### src/rtl/up_down_counter_3bit_pkg.sv
// up_down_counter_3bit_pkg: shared width and reset constants for the step counter
package up_down_counter_3bit_pkg;
    localparam int WIDTH = 3;
    localparam logic [WIDTH-1:0] RST_VAL = '0;
endpackage

### src/rtl/d_flip_flop.sv
// d_flip_flop: rising-edge bit cell with sync active-high clear and complementary output
module d_flip_flop (
    input  logic d,
    input  logic clk,
    input  logic rst,
    output logic q,
    output logic not_q
);
    logic q_q;
    // bit register, cleared synchronously
    always_ff @(posedge clk) begin
        q_q <= rst ? 1'b0 : d;
    end
    assign q = q_q;
    assign not_q = ~q_q;
endmodule

### src/rtl/mux2_1.sv
// mux2_1: 2:1 selector, sel high picks i[1]
module mux2_1 (
    input  logic [1:0] i,
    input  logic       sel,
    output logic       o
);
    assign o = sel ? i[1] : i[0];
endmodule

### src/rtl/up_down_counter_3bit.sv
// up_down_counter_3bit: 3-bit up/down counter with parallel load, built from bit cells and selectors
module up_down_counter_3bit
    import up_down_counter_3bit_pkg::*;
(
    input  logic             clk,
    input  logic             rst,
    input  logic             c_up,
    input  logic             c_down,
    input  logic             load,
    input  logic [WIDTH-1:0] initial_value,
    output logic [WIDTH-1:0] q,
    output logic [WIDTH-1:0] not_q
);
    logic [WIDTH-1:0] count_d;
    logic [WIDTH-1:0] sel_d;
    logic [WIDTH-1:0] state_d;
    logic             hold;
    // load overrides everything; equal up/down requests (both or neither) keep the state
    assign hold = ~load & ~(c_up ^ c_down);
    // next count value; only consumed when exactly one direction is requested
    always_comb begin
        count_d = c_up ? q + 1'b1 : q - 1'b1;
    end
    for (genvar b = 0; b < WIDTH; b++) begin : g_bit
        mux2_1 u_load_mux (
            .i   ({initial_value[b], count_d[b]}),
            .sel (load),
            .o   (sel_d[b])
        );
        mux2_1 u_hold_mux (
            .i   ({q[b], sel_d[b]}),
            .sel (hold),
            .o   (state_d[b])
        );
        d_flip_flop u_ff (
            .d     (state_d[b]),
            .clk   (clk),
            .rst   (rst),
            .q     (q[b]),
            .not_q (not_q[b])
        );
    end
endmodule

### config.mk
export PLATFORM = sky130hd
export DESIGN_NAME = up_down_counter_3bit
export DESIGN_NICKNAME = d
export VERILOG_FILES = /design/src/rtl/up_down_counter_3bit_pkg.sv /design/src/rtl/d_flip_flop.sv /design/src/rtl/mux2_1.sv /design/src/rtl/up_down_counter_3bit.sv
export SDC_FILE = /design/constraint.sdc
export NUM_CORES = 1
export LEC_CHECK = 0
export BUFFER_PORTS_ARGS = -buffer_cell sky130_fd_sc_hd__buf_2
export CORE_AREA = 2 2 39 41
export DETAILED_ROUTE_END_ITERATION = 8
export DIE_AREA = 0 0 41 43
export GPL_ROUTABILITY_DRIVEN = 0
export PLACE_DENSITY = 0.42
export SLEW_MARGIN = 20
export SYNTH_ARGS = -nofsm -noshare
export SYNTH_HDL_FRONTEND = slang
export SYNTH_SLANG_ARGS = --single-unit
export TNS_END_PERCENT = 30
### constraint.sdc
create_clock -name clk -period 3.1 [get_ports clk]
set_input_delay 0.31 -clock clk [delete_from_list [all_inputs] [get_ports clk]]
set_output_delay 0.31 -clock clk [all_outputs]
set_load 0.01 [all_outputs]
[Word level (Yosys, flattened, before mapping)]
Index checks and enable logic that the tools add are counted.
Cells by class
  shift-type cells: 0
  divide/modulo/power cells: 0
  bitwise operators: 7
  muxes and demuxes: 4
  eq/ne operators: 0
  order comparisons: 0
  reductions and logical operators: 0
  add/sub/neg operators: 2
  multipliers: 0
Operators with widths (count)
  1-bit NOT: 5
  3-bit by 1-bit adder with 3-bit output (second input constant): 1
  1-bit 2-to-1 mux: 3
  3-bit 2-to-1 mux: 1
  3-bit by 1-bit subtractor with 3-bit output (second input constant): 1
  1-bit AND: 1
  1-bit bitwise XOR: 1
Storage, ports and cells
  bits of input ports: 8
  register bits after elaboration: 3
  memory bits (read-only): 0
  bits in latches: 0
  memories: 0
  RAM bits: 0
  word-level logic and storage cells: 16

[Logic depth before layout (Yosys ltp)]
  depth after elaboration: 3
  mapped depth: 5
  depth with buffers taken out: 5

[Hierarchy]
Synthesis repeated with hierarchy kept, for this count alone.
Second synthesis, totals
  cell total of the unflattened synthesis: 22
  area, all modules: 260.2 µm²
Modules (own cells, without submodules)
  d_flip_flop: cells each 3, times used 3, area an instance 37.5 µm², sequential area each 20.0 µm²
  mux2_1: cells each 1, times used 6, area an instance 15.0 µm², sequential area each 0.0 µm²
  up_down_counter_3bit: cells each 7, times used 1, area an instance 57.6 µm², sequential area each 0.0 µm²

[Worst setup path before layout]
Ideal clock, no wire load.
  kind: in2reg
  start point: input c_up
  end point: register g_bit[2].u_ff.q_q
  path buffers: 0
  arrival time: 1.204 ns
  cell stages on the path: 5
  setup time: 0.140 ns
  data required time: 2.960 ns
  path slack: 1.756 ns
  cell sequence: inv_1 -> fa_1 -> and3b_2 -> o21ai_0 -> o311ai_0
On the way
  cells in the longest elaborated chain, start to end: 3
  elaborated cells between the ends (all ways): 5
Ends and longest elaborated chain
  start: declaration: line up_down_counter_3bit.sv:7  | input logic c_up,
  1-bit bitwise XOR: line up_down_counter_3bit.sv:19  | assign hold = ~load & ~(c_up ^ c_down);
  1-bit NOT: line up_down_counter_3bit.sv:19
  1-bit AND: line up_down_counter_3bit.sv:19
  end signal: assignment: line d_flip_flop.sv:12  | q_q <= rst ? 1'b0 : d;
  end: declaration: line d_flip_flop.sv:9  | logic q_q;
Several ways; a longest one is shown, not always the timed one.
A chain may end at the register's enable or synchronous reset.

[Worst setup path after layout]
  start point: register g_bit[0].u_ff.q_q
  end point: register g_bit[2].u_ff.q_q
On the way
  cells in the longest elaborated chain, start to end: 3
  elaborated cells between the ends (all ways): 4
Ends and longest elaborated chain
  start: declaration: line d_flip_flop.sv:9
  start signal: assignment: line d_flip_flop.sv:12
  3-bit by 1-bit subtractor with 3-bit output or 3-bit by 1-bit adder with 3-bit output (tied branches): line up_down_counter_3bit.sv:22  | count_d = c_up ? q + 1'b1 : q - 1'b1;
  3-bit 2-to-1 mux (*): line up_down_counter_3bit.sv:22
  1-bit 2-to-1 mux (*): line mux2_1.sv:7  | assign o = sel ? i[1] : i[0];
Every way passes the cells marked *; elsewhere a longest branch is shown, timed or not.

==> results.md <==
• 26.2% — synthesis-to-finish area growth
• 0.04 ns — clock transition time at the flip-flop clock pins of the worst setup and hold paths
• 82.6% — Max transition margin
• 1.37 ns — minimum clock period
• 3.89 — drt via density
• completed — outcome
• 3 — FF+latch count, synth
• 23.8% — portion of synthesized cell area occupied by the leading cell type
• 0 — Hold Fails Final Rpt
• 43 um — Die Ht
• 1760 um^2 — overall die area
• 4 — maximum fanout encountered on the critical timing path
• 8.72 um^2 — Mapped Avg Cell Area
• 3 — number of buffers inserted during clock tree synthesis
• clkbuf_4 — buffer type at the clock tree root
• 23.1% — Final Core Density
• 732 MHz — Achievable Freq
• 50 — nets@finish
• buf_4 — most numerous cell in the Yosys netlist
• 0 — max-slew violation count
• 1.56 ns — Post-Place Worst Slack
• 44.1% — share of the cycle needed by the critical path after routing
• 0 — hold buffer count at CTS
• 391 um — hpwl dp
• register — startpoint type of the worst setup path
• 3 — WHS Path Cells
• yes — TritonCTS clock tree
• 3 — number of sinks on the clock net
• fa_1 — crit path max-delay cell type
• 18.3% — initial core utilization
• 1 — number of H-tree levels
• 23.8% — fraction of the yosys area taken by sequential cells
• 0 — final antenna diode count
• 1.73 ns — setup slack after layout
• dfxtp_1 (24%), buf_4 (18%), fa_1 (7.9%) — synth top area cells
• 0 — count of flip-flops with a built-in enable after synthesis
• register — crit path capture type
• 4 — cell depth of the worst flop-to-flop path
• 0.23 ns — clk_lat worst skew
• 0 ns — accumulated negative setup slack
• 14 — Cell Rows
• 0 — residual DRC count
• 3.20 ns — Worst Path Required
• 17 — number of distinct library cells after synthesis
• 0 — Setup violations, final
• 0% — post-synthesis async set-or-reset flop share
• 2 — Pre-Repair DR Iteration Count
• 38 — syn nets
• 3 — Largest register FFs
• 14 — count of pins on the block boundary
• 2 — clock buffer depth
• 319 um^2 — final design instance area without fill
• 41 um — width of the chip
• 0.0000851 V — worst vdd rail ir drop
• 0.41 ns — largest incremental delay on the critical path
• 29 — Cells after Synth
• 1380 um^2 — CORE AREA
• 0.258 ns — worst-margin pin slew
• buf_4 (6), inv_1 (5), dfxtp_1 (3) — top cell types by occurrence after synthesis
• 60.1 um^2 — Reg area
• no — unrepaired setup endpoints after global routing
• 8.05 um — mean routed wirelength per cell
• 218 — number of vias after detailed routing
• 293 um^2 — cell area reported after detailed placement
• 13 — total of buffers placed on input and output ports
• 7 — largest net degree at the start of global routing
• 451 um — total wire length after detailed routing
• reg2reg — type of the worst setup path
• 0.302 ns — worst hold margin
• 1 — Iteration-0 DRC Markers
• 6.42% — global-route usage over all layers
• 253 um^2 — Mapped Area
• dfxtp_1 — Yosys top cell by area
• 0 — initial antenna violation count
• 0 — leftover overflow at the end of global routing
• fa_1 > and3b_2 > o21ai_0 > o311ai_0 — CP Cell Sequence
• 0 — count of buffers added by post-CTS timing repair for setup
• in2reg — class of the tightest hold or removal check
• 669 um — global-route wire length before repair
• 0 — number of maximum-capacitance constraint violations
• 0 — number of instances resized during post-cts repair
• dfxtp_1 — ys flop type
• 184 — vias in the first global route
• 1.47 ns — data arrival time of the critical path
• 45.0% — share of layout cells above drive strength 1
• 0 — total of warnings raised by yosys
• 153 — # fillers
• 0.151 nW — leakage
• 0 — final antenna-violating net count
• 478 nW/um^2 — P per Cell Area
• 129 um^2 — Multi-input gate area
• 0.00165 ns — setup clock skew after layout
power breakdown:
group | internal (mW) | total (mW) | switching [mW] | leakage, nW
clock | 0.0483 | 0.0691 | 0.0208 | 0.0150
combinational | 0.0184 | 0.0365 | 0.0180 | 0.111
sequential | 0.0428 | 0.0468 | 0.00402 | 0.0250
total | 0.110 | 0.152 | 0.0429 | 0.151
per-layer routing:
metal  routed length, um  GRT usage (%)  vias up
li1                    -              -      112
met1                 178           6.73       93
met2                 210           7.81        9
met3                  33           1.57        4
met4                  29           10.0        0
met5                   0              0        -
final timing paths:
check / startpoint / endpoint / slack [ns]
max: g_bit[0].u_ff.q$_SDFFE_PP0N_ / g_bit[2].u_ff.q$_SDFFE_PP0N_ / 1.73
min: initial_value[0] / g_bit[0].u_ff.q$_SDFFE_PP0N_ / 0.30
max reg2reg: g_bit[0].u_ff.q$_SDFFE_PP0N_ / g_bit[2].u_ff.q$_SDFFE_PP0N_ / 1.73
min reg2reg: g_bit[0].u_ff.q$_SDFFE_PP0N_ / g_bit[0].u_ff.q$_SDFFE_PP0N_ / 0.61
stage by stage:
step,std cells,total power [mW]
final,56,0.152
after detailed placement,52,0.0849
after CTS,56,0.157
after global placement,52,0.0843
after floorplan,29,0.0784
after global routing,56,0.165
logic make-up after synthesis:
family | count (synthesis) | synth area share [%]
and+or+nand+nor | 7 | 18.8
buffers and inverters | 11 | 25.2
xor gates and xnor gates | 2 | 6.93
AOI/OAI and AO/OA | 4 | 13.4
muxes | 1 | 3.96
adders and majority gates | 1 | 7.92
DFF | 3 | 23.8
final cells by class:
| class | count | area share (%) |
|---|---|---|
| clock buffer | 4 | 8.24 |
| inverter | 5 | 5.88 |
| multi-input combinational | 15 | 40.4 |
| sequential | 3 | 18.8 |
| tap | 16 | 6.27 |
| timing repair buffer | 13 | 20.4 |
critical path, delay by kind of cell (launching register included):
family	cells	cell delay, ns
compound gates	2	0.27
fa+ha+maj	1	0.41
flops	1	0.34
simple gates	1	0.21
placed cells by master (no fill, tap or decap):
master	instances
a211oi_2	1
and3b_2	1
buf_2	13
clkbuf_1	1
clkbuf_4	3
dfxtp_1	3
fa_1	1
inv_1	5
mux2i_1	1
nand3b_1	2
nor2_1	1
nor3_1	1
nor3b_1	1
o21ai_0	1
o311ai_0	1
o31ai_1	1
or3_1	1
xnor2_1	1
xor2_1	1
(Power assumes the default switching activity.)
